==> src/rtl/imm_pkg.sv <==
// Shared definitions for the pipelined immediate generator: Ctrl encoding,
// instruction field positions, legal datapath widths and the S1 request payload.
package imm_pkg;

  localparam int unsigned IMM_W         = 26;
  localparam int unsigned CTRL_W        = 4;
  localparam int unsigned HW_LSB        = 21;
  localparam int unsigned HW_W          = 2;
  localparam int unsigned MOV_LSB       = 5;
  localparam int unsigned MOV_W         = 16;
  localparam int unsigned DATA_W_NARROW = 32;
  localparam int unsigned DATA_W_WIDE   = 64;

  localparam logic [CTRL_W-1:0] IMM_ITYPE = 4'd0;
  localparam logic [CTRL_W-1:0] IMM_DTYPE = 4'd1;
  localparam logic [CTRL_W-1:0] IMM_B     = 4'd2;
  localparam logic [CTRL_W-1:0] IMM_CBZ   = 4'd3;
  localparam logic [CTRL_W-1:0] IMM_MOVZ  = 4'd4;
  localparam logic [CTRL_W-1:0] IMM_MOVN  = 4'd5;
  localparam logic [CTRL_W-1:0] IMM_MOVK  = 4'd6;

  typedef struct packed {
    logic [CTRL_W-1:0] ctrl;
    logic [IMM_W-1:0]  imm26;
  } imm_req_t;

  function automatic logic is_wide_move(input logic [CTRL_W-1:0] ctrl);
    return (ctrl == IMM_MOVZ) || (ctrl == IMM_MOVN) || (ctrl == IMM_MOVK);
  endfunction

endpackage

==> src/rtl/imm_decode.sv <==
// Combinational immediate decode: (ctrl, imm26, base) -> (result, err).
// Everything is formed at 64 bits and then truncated to DATA_W.
module imm_decode
  import imm_pkg::*;
#(
  parameter int unsigned DATA_W = 64
) (
  input  logic [CTRL_W-1:0] ctrl,
  input  logic [IMM_W-1:0]  imm26,
  input  logic [DATA_W-1:0] base,
  output logic [DATA_W-1:0] result,
  output logic              err
);

  logic [HW_W-1:0] hw;
  logic [5:0]      sh;
  logic [63:0]     mov_field;
  logic [63:0]     mov_mask;
  logic [63:0]     base_w;
  logic [63:0]     wide_q;

  always_comb begin
    hw        = imm26[HW_LSB +: HW_W];
    sh        = {hw, 4'b0000};
    mov_field = 64'(imm26[MOV_LSB +: MOV_W]) << sh;
    mov_mask  = 64'h0000_0000_0000_FFFF << sh;
    base_w    = 64'(base);
    wide_q    = '0;
    err       = 1'b0;

    case (ctrl)
      IMM_ITYPE: wide_q = imm26[22] ? 64'({imm26[21:10], 12'h000}) : 64'(imm26[21:10]);
      IMM_DTYPE: wide_q = {{55{imm26[20]}}, imm26[20:12]};
      IMM_B:     wide_q = {{36{imm26[25]}}, imm26, 2'b00};
      IMM_CBZ:   wide_q = {{43{imm26[23]}}, imm26[23:5], 2'b00};
      IMM_MOVZ:  wide_q = mov_field;
      IMM_MOVN:  wide_q = ~mov_field;
      IMM_MOVK:  wide_q = (base_w & ~mov_mask) | mov_field;
      default:   err    = 1'b1;
    endcase

    // A 32-bit datapath has only two 16-bit halfwords to target.
    if (is_wide_move(ctrl) && (DATA_W == DATA_W_NARROW) && hw[1]) begin
      err = 1'b1;
    end

    result = err ? '0 : DATA_W'(wide_q);
  end

endmodule

==> src/rtl/imm_extend_pipe.sv <==
// Two-stage valid/ready immediate generator (S1 request register, S2 result register).
// Define IMMGEN_MOVK_CHAIN_EN to add the MOVZ/MOVN/MOVK -> MOVK chaining register.
module imm_extend_pipe
  import imm_pkg::*;
#(
  parameter int unsigned DATA_W = 64
) (
  input  logic              CLK,
  input  logic              Reset,
  input  logic              in_valid,
  output logic              in_ready,
  input  logic [IMM_W-1:0]  Imm26,
  input  logic [CTRL_W-1:0] Ctrl,
  input  logic [DATA_W-1:0] MergeBase,
  output logic              out_valid,
  input  logic              out_ready,
  output logic [DATA_W-1:0] BusImm,
  output logic              Err
);

  logic              s1_valid;
  imm_req_t          s1_req;
  logic [DATA_W-1:0] s1_base;
  logic              s1_take;
  logic              s2_take;
  logic              s1_to_s2;
  logic              accept;
  logic [DATA_W-1:0] dec_base;
  logic [DATA_W-1:0] dec_result;
  logic              dec_err;

  // A stage moves when it is empty or its consumer takes its contents this cycle.
  assign s2_take  = !out_valid || out_ready;
  assign s1_take  = !s1_valid || s2_take;
  assign s1_to_s2 = s1_valid && s2_take;
  assign in_ready = s1_take;
  assign accept   = in_valid && in_ready;

  always_ff @(posedge CLK) begin
    if (Reset) begin
      s1_valid <= 1'b0;
      s1_req   <= '0;
      s1_base  <= '0;
    end else begin
      if (s1_take) begin
        s1_valid <= accept;
      end
      if (accept) begin
        s1_req.ctrl  <= Ctrl;
        s1_req.imm26 <= Imm26;
        s1_base      <= MergeBase;
      end
    end
  end

  always_ff @(posedge CLK) begin
    if (Reset) begin
      out_valid <= 1'b0;
      BusImm    <= '0;
      Err       <= 1'b0;
    end else begin
      if (s2_take) begin
        out_valid <= s1_valid;
      end
      if (s1_to_s2) begin
        BusImm <= dec_result;
        Err    <= dec_err;
      end
    end
  end

`ifdef IMMGEN_MOVK_CHAIN_EN
  logic [DATA_W-1:0] chain_q;
  logic              chain_valid;
  logic              chain_load;

  // MOVK picks up the previous legal wide-move result instead of its sampled base.
  assign dec_base   = ((s1_req.ctrl == IMM_MOVK) && chain_valid) ? chain_q : s1_base;
  assign chain_load = is_wide_move(s1_req.ctrl) && !dec_err;

  always_ff @(posedge CLK) begin
    if (Reset) begin
      chain_valid <= 1'b0;
      chain_q     <= '0;
    end else if (s1_to_s2) begin
      chain_valid <= chain_load;
      if (chain_load) begin
        chain_q <= dec_result;
      end
    end
  end
`else
  assign dec_base = s1_base;
`endif

  imm_decode #(
    .DATA_W(DATA_W)
  ) u_decode (
    .ctrl  (s1_req.ctrl),
    .imm26 (s1_req.imm26),
    .base  (dec_base),
    .result(dec_result),
    .err   (dec_err)
  );

endmodule

==> config.mk <==
export PLATFORM = sky130hd
export DESIGN_NAME = imm_extend_pipe
export DESIGN_NICKNAME = d
export VERILOG_FILES = /design/src/rtl/imm_pkg.sv /design/src/rtl/imm_decode.sv /design/src/rtl/imm_extend_pipe.sv
export SDC_FILE = /design/constraint.sdc
export NUM_CORES = 1
export LEC_CHECK = 0
export CORE_MARGIN = 1.5
export CORE_UTILIZATION = 41
export DETAILED_ROUTE_END_ITERATION = 12
export GPL_TIMING_DRIVEN = 0
export HOLD_SLACK_MARGIN = 0.02
export MAX_ROUTING_LAYER = met4
export PLACE_DENSITY = 0.67
export SETUP_SLACK_MARGIN = 0.02
export SYNTH_ARGS = -nofsm -noshare
export SYNTH_HDL_FRONTEND = slang
export SYNTH_SLANG_ARGS = --single-unit
==> constraint.sdc <==
create_clock -name CLK -period 3.55 [get_ports CLK]
set_clock_uncertainty 0.2 [all_clocks]
set_input_delay 0.71 -clock CLK [delete_from_list [all_inputs] [get_ports CLK]]
set_output_delay 0.71 -clock CLK [all_outputs]
set_load 0.01 [all_outputs]
======== Yosys cells after proc, flatten, opt, wreduce, memory -nomap -nowiden ========
Cells that the tools add are included.
storage, ports and cells
  input bits .............................. 98
  logic and storage cells ................. 31
  bits in registers ....................... 161
  output and inout bits ................... 67
cells by class
  muxes and demuxes ....................... 4
  bitwise operators ....................... 4
  shift-type cells ........................ 2
  eq/ne operators ......................... 6
  reduce and logical (&&, ||, !) cells .... 8
operators by type and width
  cell                     count
  $pmux W64 S7             1
  $not A64 Y64             2
  $and A64 B64 Y64         1
  $mux W64                 1
  $or A64 B64 Y64          1
  $shl A16 B6 Y64          1
  $shl A16 B6 Y64 const A  1
  $mux W24                 1
  $eq A4 B3 Y1 const B     3
  $eq A4 B2 Y1 const B     2
  $reduce_or A7 Y1         1
  $eq A4 B1 Y1 const B     1
  $logic_not A4 Y1         1
  $logic_and A1 B1 Y1      2
  $logic_not A1 Y1         2
  $logic_or A1 B1 Y1       2
  $mux W1                  1

======== Logic depth before layout (Yosys ltp) ========
  depth after elaboration ................. 6
  gate-level depth with buffers ........... 7
  gate-level depth less buffers ........... 4

======== By module ========
Synthesis repeated with hierarchy kept, for this count alone.
second synthesis, totals
  cell total of the unflattened synthesis .. 1103
  area, all modules ....................... 9110.0 µm²
by module, submodules not included
  module           area each (µm²)  cells each  seq. area each (µm²)  instances
  imm_extend_pipe  6712.7           713         3223.1                1
  imm_decode       2397.3           390         0.0                   1

======== Least setup slack after synthesis ========
OpenSTA, ideal clock, no wires.
  path kind ............................... input-to-reg
  start point ............................. in out_ready
  end point ............................... reg BusImm[31]
  stages .................................. 7
  path buffers ............................ 3
  arrival ................................. 1.858 ns
  setup time .............................. 0.087 ns
  data required time ...................... 3.263 ns
  slack ................................... 1.405 ns
  cell sequence ........................... nand2b_1 > clkbuf_1 > a21oi_1 > clkbuf_1 > clkbuf_1 > a22oi_1 > o31ai_1
between the ends
  cells in the longest elaborated chain, start to end .. 2
ends and longest elaborated chain
  element               RTL line               source
  from (decl)           imm_extend_pipe.sv:16  input logic out_ready,
  $logic_or A1 B1 Y1    imm_extend_pipe.sv:33  assign s2_take = !out_valid || out_ready;
  $logic_and A1 B1 Y1   imm_extend_pipe.sv:35  assign s1_to_s2 = s1_valid && s2_take;
  to (signal assigned)  imm_extend_pipe.sv:66  BusImm <= dec_result;
  to (decl)             imm_extend_pipe.sv:17  output logic [DATA_W-1:0] BusImm,
Every way passes these cells.
A chain may end at the register's enable or synchronous reset.

======== Worst setup path in the final report ========
  start point ............................. in out_ready
  end point ............................... reg BusImm[24]
The elaborated chain is that of the path after synthesis.

==> metrics.md <==
| Metric | Value |
|---|---|
| Worst Setup SP | out_ready |
| CORE AREA | 19700 um^2 |
| Initial drt markers | 1025 |
| Post-cts resize count | 0 |
| Final net count | 1375 |
| Worst-Margin Slew | 1.39 ns |
| Leading area contributor after synthesis | dfxtp_1 |
| Die Span Y | 146 um |
| Hold Path Sink | BusImm[56] |
| Setup TNS | 0 ns |
| Final GP Congestion | 0.987 |
| Startpoint types | primary input |
| Main synth FF type | dfxtp_1 |
| Leak | 3.96 nW |
| FF-to-FF End | BusImm[3] |
| R2R depth | 6 |
| Clk_lat worst skew | 0.44 ns |
| Critical Path End Type | register |
| I/O pin cnt | 165 |
| Hold Fails Final Rpt | 0 |
| Final setup violating endpoints | 0 |
| Total iterations of the first detailed-routing run | 6 |
| Pre-CTS setup slack | 0.134 ns |
| Mapped Nets | 1193 |
| Hold Slack | 0.248 ns |
| Final slew viol count | 0 |
| Async set-reset flop share out of synthesis | 0% |
| Max-cap violations | 0 |
| CTS tree | built |
| Fin util | 55.5% |
| Worst min path class | register to register |
| Hold Startpoint | BusImm[56] |
| Top-area cell type share of the netlist area | 38.7% |
| Post-synth top cells | nand2_1, dfxtp_1, a21oi_1, clkbuf_1, nand3_1 |
| Min Clock Period, post-route | 3.05 ns |
| Post-synth cell types | 58 |
| Routed vias | 9189 |
| Post-Syn Area | 8330 um^2 |
| RSZ-0062 raised after global routing | no |
| First-pass GRT wire length | 50600 um |
| Vias in the first global route | 8575 |
| Starting density of the core | 42.3% |
| Final HPWL DP | 24000 um |
| Worst R2R Setup Slack | 0.55 ns |
| Ratio of cells with drive above 1 in the final layout | 7.60% |
| # rows | 51 |
| Clock sinks | 161 |
| I/O Buffers | 163 |
| Hold Buf Count CTS | 0 |
| Clock transition at the registers of the reported paths | 0.06 ns |
| CTS root buf | clkbuf_16 |
| Ys Warns | 0 |
| Initial antenna violation count | 0 |
| Cell Pwr Density | 429 nW/um^2 |
| Total grt overflow | 0 |
| Largest cells by area after synthesis | dfxtp_1, nand2_1, a21oi_1 |
| IR drop worst, VDD | 0.320 mV |
| Final period utilization | 85.9% |
| Clk buf depth | 2 |
| Avg Vias per Cell | 5.91 |
| Num CTS Buffers | 17 |
| Inst Count DP | 1523 |
| Crit Path Max Fanout | 10 |
| GRT Total Usage | 32.0% |
| Fill cell count | 1926 |
| Antenna diode count | 0 |
| Cells on Worst Hold Path | 2 |
| H-Tree Depth | 4 |
| Largest net degree at the start of global routing | 17 |
| Die ar. | 21200 um^2 |
| Critical R2R Launch | s1_req[28] |
| Area growth syn-to-layout | 31.2% |
| Setup CP Type | primary input to register |
| Number of synthesized flops with an enable pin | 0 |
| Sequential fraction of the synthesis area | 38.7% |
| Worst EP required | 3.70 ns |
| Worst path arrival time | 3.20 ns |
| Post-synthesis cell count | 1095 |
| Maximum clock rate | 0.328 GHz |
| Count leader, synth | nand2_1 |
| Post-CTS Setup Repair Bufs | 0 |
| Fin cells | 1555 |
| Status | completed |
| WL final | 33400 um |
| Drt wl/cell | 21.5 um |
| Flops & latches, synth | 161 |
| Mean Syn Cell Area | 7.61 um^2 |
| Post-DRT Antenna Nets | 0 |
| Overall die width | 146 um |
| Worst Setup Slack, final | 0.500 ns |
| Post-route DRC violation count | 0 |
| Max_slew headroom | 5.88% |
[worst max-delay path, cell delays in order]
cell and delay, ns:
clkdlybuf4s50_1 0.43, nand2b_1 0.15, clkbuf_1 0.27, a21oi_1 0.27, clkbuf_1 0.53, clkbuf_1 0.61
nand2_1 0.11, o211ai_1 0.10
[report_power, final]
group	internal [mW]	leakage, nW	switching (mW)
Clock	1.21	0.312	0.817
Combinational	0.291	2.33	0.426
Sequential	1.88	1.32	0.0634
[cells in the final DEF (no fill, tap or decap), types with 21 or more instances in the layout]
master / n
nand2_1: 252
clkdlybuf4s50_1: 163
dfxtp_1: 161
a21oi_1: 146
clkbuf_1: 90
nand3_1: 45
o21ai_0: 41
and3_1: 31
a22oi_1: 31
mux2_2: 23
buf_2: 21
[worst max path at each step]
stage	slack, ns	to
after floorplan	1.40	BusImm[31]
after global placement	0.14	BusImm[10]
after detailed placement	0.13	BusImm[24]
after CTS	0.56	BusImm[24]
after global routing	0.42	BusImm[52]
final	0.50	BusImm[24]
[stage by stage]
| stage | power [mW] | instance area, um^2 |
|---|---|---|
| floorplan | 2.35 | 8330 |
| finish | 4.69 | 10900 |
| detailed placement | 2.68 | 10300 |
| global placement | 2.68 | 10300 |
| global route | 4.83 | 10900 |
| CTS | 4.68 | 10900 |
[sequential cells by signal (all words and copies together) (netlist names)]
signal	cells
BusImm	64
dec_base	64
s1_req	30
Err	1
out_valid	1
s1_valid	1
[metal layers]
metal,wire (um),GRT usage [%],vias up
met5,0,-,-
met4,1360,14.4,0
met3,3060,6.71,94
met2,14500,48.3,536
met1,14400,41.1,4273
li1,-,-,4286
[cell type report]
type | count | area (um^2) | area share, %
timing repair buffer | 163 | 1630 | 14.9
clock buffer | 18 | 439 | 4.02
inverter | 12 | 45.0 | 0.412
sequential | 161 | 3220 | 29.5
clock inverter | 14 | 199 | 1.82
tap | 265 | 332 | 3.03
buffer | 129 | 542 | 4.95
multi-input combinational | 793 | 4520 | 41.4
[cell families (layout without fill, tap and decap cells)]
kind of cell | count (synthesis) | count (layout) | share of synthesized area [%]
and+or+nand+nor | 401 | 401 | 22.4
AOI/OAI and AO/OA | 357 | 357 | 27.3
DFF | 161 | 161 | 38.7
buffers and inverters | 141 | 336 | 7.04
muxes | 35 | 35 | 4.55
No activity file was read; power rests on OpenSTA's default activity.
